## src/rtl/hdmi_pkg.sv

```systemverilog
// Field widths and pack layout for the delayed HDMI pixel stream, shared with unpack logic.
// Latency: n/a (constants and helpers only).
// Backpressure: n/a.
package hdmi_pkg;

    localparam int COLOR_W = 8;
    localparam int CTRL_W  = 4;
    localparam int PIX_W   = 3 * COLOR_W;

    // Bit offsets above the x/y region; the y field sits at bit 0 and x directly above it.
    localparam int OFS_B     = 0;
    localparam int OFS_G     = OFS_B + COLOR_W;
    localparam int OFS_R     = OFS_G + COLOR_W;
    localparam int OFS_DE    = OFS_R + COLOR_W;
    localparam int OFS_VSYNC = OFS_DE + 1;
    localparam int OFS_HSYNC = OFS_VSYNC + 1;
    localparam int OFS_CLK   = OFS_HSYNC + 1;

    function automatic int pack_width(input int xw, input int yw);
        return PIX_W + CTRL_W + xw + yw;
    endfunction

endpackage

```

## src/rtl/hdmi_pack_delay_shift_delay.sv

```systemverilog
// Synchronous-reset register chain; DELAY=0 degenerates to a wire.
// Latency: DELAY cycles.
// Backpressure: none, advances every cycle.
module shift_delay #(
    parameter int DELAY = 1,
    parameter int WIDTH = 1
) (
    input  logic             clk,
    input  logic             rst,
    input  logic [WIDTH-1:0] i_data,
    output logic [WIDTH-1:0] o_data
);

    generate
        if (DELAY == 0) begin : g_wire
            assign o_data = i_data;
        end else begin : g_chain
            logic [WIDTH-1:0] stage [DELAY];

            // Shift one stage per cycle; reset clears every stage so nothing in flight survives.
            always_ff @(posedge clk) begin
                if (rst) begin
                    for (int i = 0; i < DELAY; i++) begin
                        stage[i] <= '0;
                    end
                end else begin
                    stage[0] <= i_data;
                    for (int i = 1; i < DELAY; i++) begin
                        stage[i] <= stage[i-1];
                    end
                end
            end

            assign o_data = stage[DELAY-1];
        end
    endgenerate

endmodule

```

## src/rtl/hdmi_pack_delay.sv

```systemverilog
// Delays HDMI timing/colour/coordinates by DELAY cycles and packs them; o_re is de one cycle early.
// Latency: DELAY cycles for pack fields, DELAY-1 for o_re; pack clk bit is combinational.
// Backpressure: none. Build option HDMI_PACK_DELAY_XY_EN enables the x/y delay path (else x/y read 0).
module hdmi_pack_delay
    import hdmi_pkg::*;
#(
    parameter int H_ACT = 1280,
    parameter int V_ACT = 720,
    parameter int DELAY = 5,
    localparam int XW   = $clog2(H_ACT),
    localparam int YW   = $clog2(V_ACT),
    localparam int PW   = pack_width(XW, YW)
) (
    input  logic          clk,
    input  logic          rst,
    input  logic          i_hsync,
    input  logic          i_vsync,
    input  logic          i_de,
    input  logic [7:0]    i_r,
    input  logic [7:0]    i_g,
    input  logic [7:0]    i_b,
    input  logic [XW-1:0] i_x,
    input  logic [YW-1:0] i_y,
    output logic          o_re,
    output logic [PW-1:0] pack
);

    localparam int BASE = XW + YW;

    logic [PIX_W-1:0] rgb_d;
    logic [1:0]       sync_d;
    logic             de_d;
    logic [XW-1:0]    x_d;
    logic [YW-1:0]    y_d;

    shift_delay #(.DELAY(DELAY), .WIDTH(PIX_W)) u_rgb (
        .clk    (clk),
        .rst    (rst),
        .i_data ({i_r, i_g, i_b}),
        .o_data (rgb_d)
    );

    shift_delay #(.DELAY(DELAY), .WIDTH(2)) u_sync (
        .clk    (clk),
        .rst    (rst),
        .i_data ({i_hsync, i_vsync}),
        .o_data (sync_d)
    );

    // Early enable runs one stage short so downstream fetch logic gets a cycle of lead time.
    shift_delay #(.DELAY(DELAY - 1), .WIDTH(1)) u_re (
        .clk    (clk),
        .rst    (rst),
        .i_data (i_de),
        .o_data (o_re)
    );

    // Packed de is derived from o_re so the two can never drift apart by more than one cycle.
    shift_delay #(.DELAY(1), .WIDTH(1)) u_de (
        .clk    (clk),
        .rst    (rst),
        .i_data (o_re),
        .o_data (de_d)
    );

`ifdef HDMI_PACK_DELAY_XY_EN
    shift_delay #(.DELAY(DELAY), .WIDTH(XW + YW)) u_xy (
        .clk    (clk),
        .rst    (rst),
        .i_data ({i_x, i_y}),
        .o_data ({x_d, y_d})
    );
`else
    // Coordinates are not carried in this build; fields stay zero so the pack layout is unchanged.
    logic unused_xy;
    assign unused_xy = ^{i_x, i_y};
    assign x_d       = '0;
    assign y_d       = '0;
`endif

    assign pack[BASE + OFS_CLK]                   = clk;
    assign pack[BASE + OFS_HSYNC]                 = sync_d[1];
    assign pack[BASE + OFS_VSYNC]                 = sync_d[0];
    assign pack[BASE + OFS_DE]                    = de_d;
    assign pack[BASE + OFS_R +: COLOR_W]          = rgb_d[2*COLOR_W +: COLOR_W];
    assign pack[BASE + OFS_G +: COLOR_W]          = rgb_d[COLOR_W +: COLOR_W];
    assign pack[BASE + OFS_B +: COLOR_W]          = rgb_d[0 +: COLOR_W];
    assign pack[YW +: XW]                         = x_d;
    assign pack[0 +: YW]                          = y_d;

endmodule

```

## config.mk

```make
export PLATFORM = sky130hd
export DESIGN_NAME = hdmi_pack_delay
export DESIGN_NICKNAME = d
export VERILOG_FILES = /design/src/rtl/hdmi_pkg.sv /design/src/rtl/hdmi_pack_delay_shift_delay.sv /design/src/rtl/hdmi_pack_delay.sv
export SDC_FILE = /design/constraint.sdc
export NUM_CORES = 1
export LEC_CHECK = 0
export CAP_MARGIN = 15
export CORE_ASPECT_RATIO = 0.5
export CORE_MARGIN = 2
export CORE_UTILIZATION = 31
export DETAILED_ROUTE_END_ITERATION = 16
export PLACE_DENSITY = 0.55
export RECOVER_POWER = 25
export SLEW_MARGIN = 20
export SYNTH_ARGS = -nofsm -noshare
export SYNTH_HDL_FRONTEND = slang
export SYNTH_SLANG_ARGS = --single-unit
```

## constraint.sdc

```tcl
create_clock -name clk -period 0.8 [get_ports clk]
set_input_delay 0.08 -clock clk [delete_from_list [all_inputs] [get_ports clk]]
set_output_delay 0.08 -clock clk [all_outputs]
set_load 0.005 [all_outputs]
```

# Word level (Yosys, flattened, before mapping)

Memories as Yosys holds them, arrays and structs flattened.
Index checks and enable logic that the tools add are counted.

Bitwise logic cells: 14
Mux-type cells: 19
Reduce and logical (&&, ||, !) cells: 1

Operator list:

| kind             | count |
|---|---|
| $mux W24         | 5 |
| $or A1 B1 Y1     | 14 |
| $mux W2          | 5 |
| $mux W1          | 9 |
| $reduce_or A1 Y1 | 1 |

Memories: 4
RAM bits: 135
Register bits after elaboration: 0
Output and inout bits: 50
Input port bits: 50

Memories:

| memory               | depth | width | rd ports | clocked after memory_dff | write ports | line                              | source |
|---|---|---|---|---|---|---|---|
| u_rgb.g_chain.stage  | 5     | 24    | 5        | 0                        | 5           | hdmi_pack_delay_shift_delay.sv:18 | `logic [WIDTH-1:0] stage [DELAY];` |
| u_sync.g_chain.stage | 5     | 2     | 5        | 0                        | 5           | hdmi_pack_delay_shift_delay.sv:18 |  |
| u_re.g_chain.stage   | 4     | 1     | 4        | 0                        | 4           | hdmi_pack_delay_shift_delay.sv:18 |  |
| u_de.g_chain.stage   | 1     | 1     | 1        | 0                        | 1           | hdmi_pack_delay_shift_delay.sv:18 |  |

# Logic depth before layout (Yosys ltp)

Depth in word-level cells: 3
Mapped depth: 4
Mapped depth without buffers: 1

# By module

Synthesis repeated with hierarchy kept, for this count alone.

Cell total of the unflattened synthesis: 333
Area, all modules: 3993.8 µm²

Modules (own cells, without submodules):

| module                | cells an instance | times used | area an instance (µm²) |
|---|---|---|---|
| shift_delay at u_rgb  | 277               | 1          | 3400.8 |
| shift_delay at u_sync | 22                | 1          | 277.8 |
| hdmi_pack_delay       | 24                | 1          | 176.4 |
| shift_delay at u_re   | 8                 | 1          | 105.1 |
| shift_delay at u_de   | 2                 | 1          | 33.8 |

==> out/qor.csv <==
metric;value;unit
synthToLayoutAreaGrowth;23.25;%
viasPerCell;3.411;
routed.top_layer;met4;
drv.max_cap_violation_count;0;
fin_skew;0.006125;ns
dpl.hpwl;2928;µm
met3_length;314;µm
grt_pass1_vias;1746;
fp.dieArea;14310;µm²
synth-seq-cells;135;
start_util;32.14;%
antenna_found_initial;0;
track_usage;7.458;%
setup_viol;112;
syn_inst;335;
worstPathArrival;0.93;ns
end_kind;primary output;
pre_cts_ws;-0.09361;ns
post_cts_buffers;0;
outcome;complete, but fails checks;
synth.avg_cell_area;12.32;µm²
critical_path_class;flop to primary output;
place_congestion;0.6570;
final_area;5087;µm²
drtIter0Drc;86;
p_leak;2.086;nW
die_h;85.60;µm
drive_gt1_share;29.49;%
tns;-7.158;ns
diodes;0;
wl_per_cell;8.718;µm
grt_pass1_wl;8052;µm
cts_tree;built;
synth-warning-count;0;
vias;1910;
synth_seq_area_share;65.47;%
die_w;167.2;µm
power_density;2968;nW/µm²
worst-path-buf-inv;1;
fin_crit_sh;126.2;%
cp_slowest_stage_delay;0.31;ns
critPathSlowestCell;dfxtp_2;
overflow;0;
final_common_cell;dfxtp_1;
clk_pin_slew;0.06;ns
dr_wl_met2;2121;µm
cp-start-kind;flop;
timing_hold_violations_final;0;
violations;design-rule violations, negative setup slack;
mostFrequentLayoutCells;126 x dfxtp_1, 99 x nor2b_1, 36 x nor2b_2, 27 x clkdlybuf4s50_1, 23 x buf_2;
rsz0062_at_grt;yes;
maxSlewViolCount;0;
placed_cell_area;4574;µm²
final_net_count;427;
hp-class;primary input to flop;
rows;29;
drc;2;
ant_nets;0;
clk_latency;0.51;ns
yosysUniqueCellTypes;7;
path_cells;buf_2;
ir_worst_vdd;1.188;mV
ioPinCount;100;
grt_max_degree;40;
synth_area;4128;µm²
port_buffers;57;
wl_met1;2316;µm
critPathMaxFanout;2;
core_area;12840;µm²
fin_total_pwr;0.01510;W
firstDrtPassIters;10;
setup_ws;-0.2099;ns
cp_data_required_time;0.72;ns
drt_wl_total;4882;µm
critPathTopFamily;flip-flops;
max_freq;990.2;MHz
final_util;39.61;%
min_period;1.010;ns
-- cells in the mapped netlist (all sizes together) --
library cell    n  share of area, %
nor2b         135                23
dfxtp         135                65
buf            64                12
conb            1             0.091
-- sequential cells by signal (all words and copies together), names as in the netlist --
signal	flops
u_sync.g_chain.stage	10
u_de.g_chain.stage	1
u_rgb.g_chain.stage	120
u_re.g_chain.stage	4
-- timing repair --
item	4_1_cts	5_1_grt
setup endpoints to repair	29	28
hold buffers	1	0
gates resized for setup	120	10
endpoints found under the hold margin	2	0
-- kinds of logic after synthesis --
family	after synthesis	synth area share, %
flops	135	65.47
simple gates	135	22.64
other cells	1	0.09085
buf+inv	64	11.79
-- metal layers --
layer	up-vias	global-route usage [%]
met4	0	6.403
met3	11	3.461
met2	55	10.83
met1	823	8.403
li1	1021	-
met5	-	0
-- final timing paths --
check                                                start                           to  slack (ns)  cells past startpoint
worst max register to register  u_rgb.g_chain.stage[0][80]  u_rgb.g_chain.stage[0][104]        0.25                      1
worst max-delay path                 u_re.g_chain.stage[3]                         o_re       -0.21                      1
worst min register to register  u_rgb.g_chain.stage[0][36]   u_rgb.g_chain.stage[0][60]        0.43                      1
worst min-delay path                               i_vsync   u_sync.g_chain.stage[0][0]        0.12                      2
-- where the power goes --
part / switching [W] / internal (W)
combinational: 0.000198 / 0.000279
sequential: 0.0000338 / 0.00692
clock: 0.00298 / 0.00469
total: 0.00321 / 0.0119
-- stage by stage --
step | hold WS, ns | instances
final | 0.1186 | 560
after floorplan | 0.1608 | 355
after global routing | 0.1059 | 560
after CTS | 0.09970 | 560
after global placement | 0.3789 | 525
after detailed placement | 0.3804 | 525
-- cell type report --
cell class                 instances  area (µm²)
sequential                       135        2714
tap                              170       212.7
multi-input combinational        156        1013
clock buffer                      23       520.5
clock inverter                    12       92.59
fill                            1266        7757
timing repair buffer              64       534.3
(Power assumes the default switching activity.)
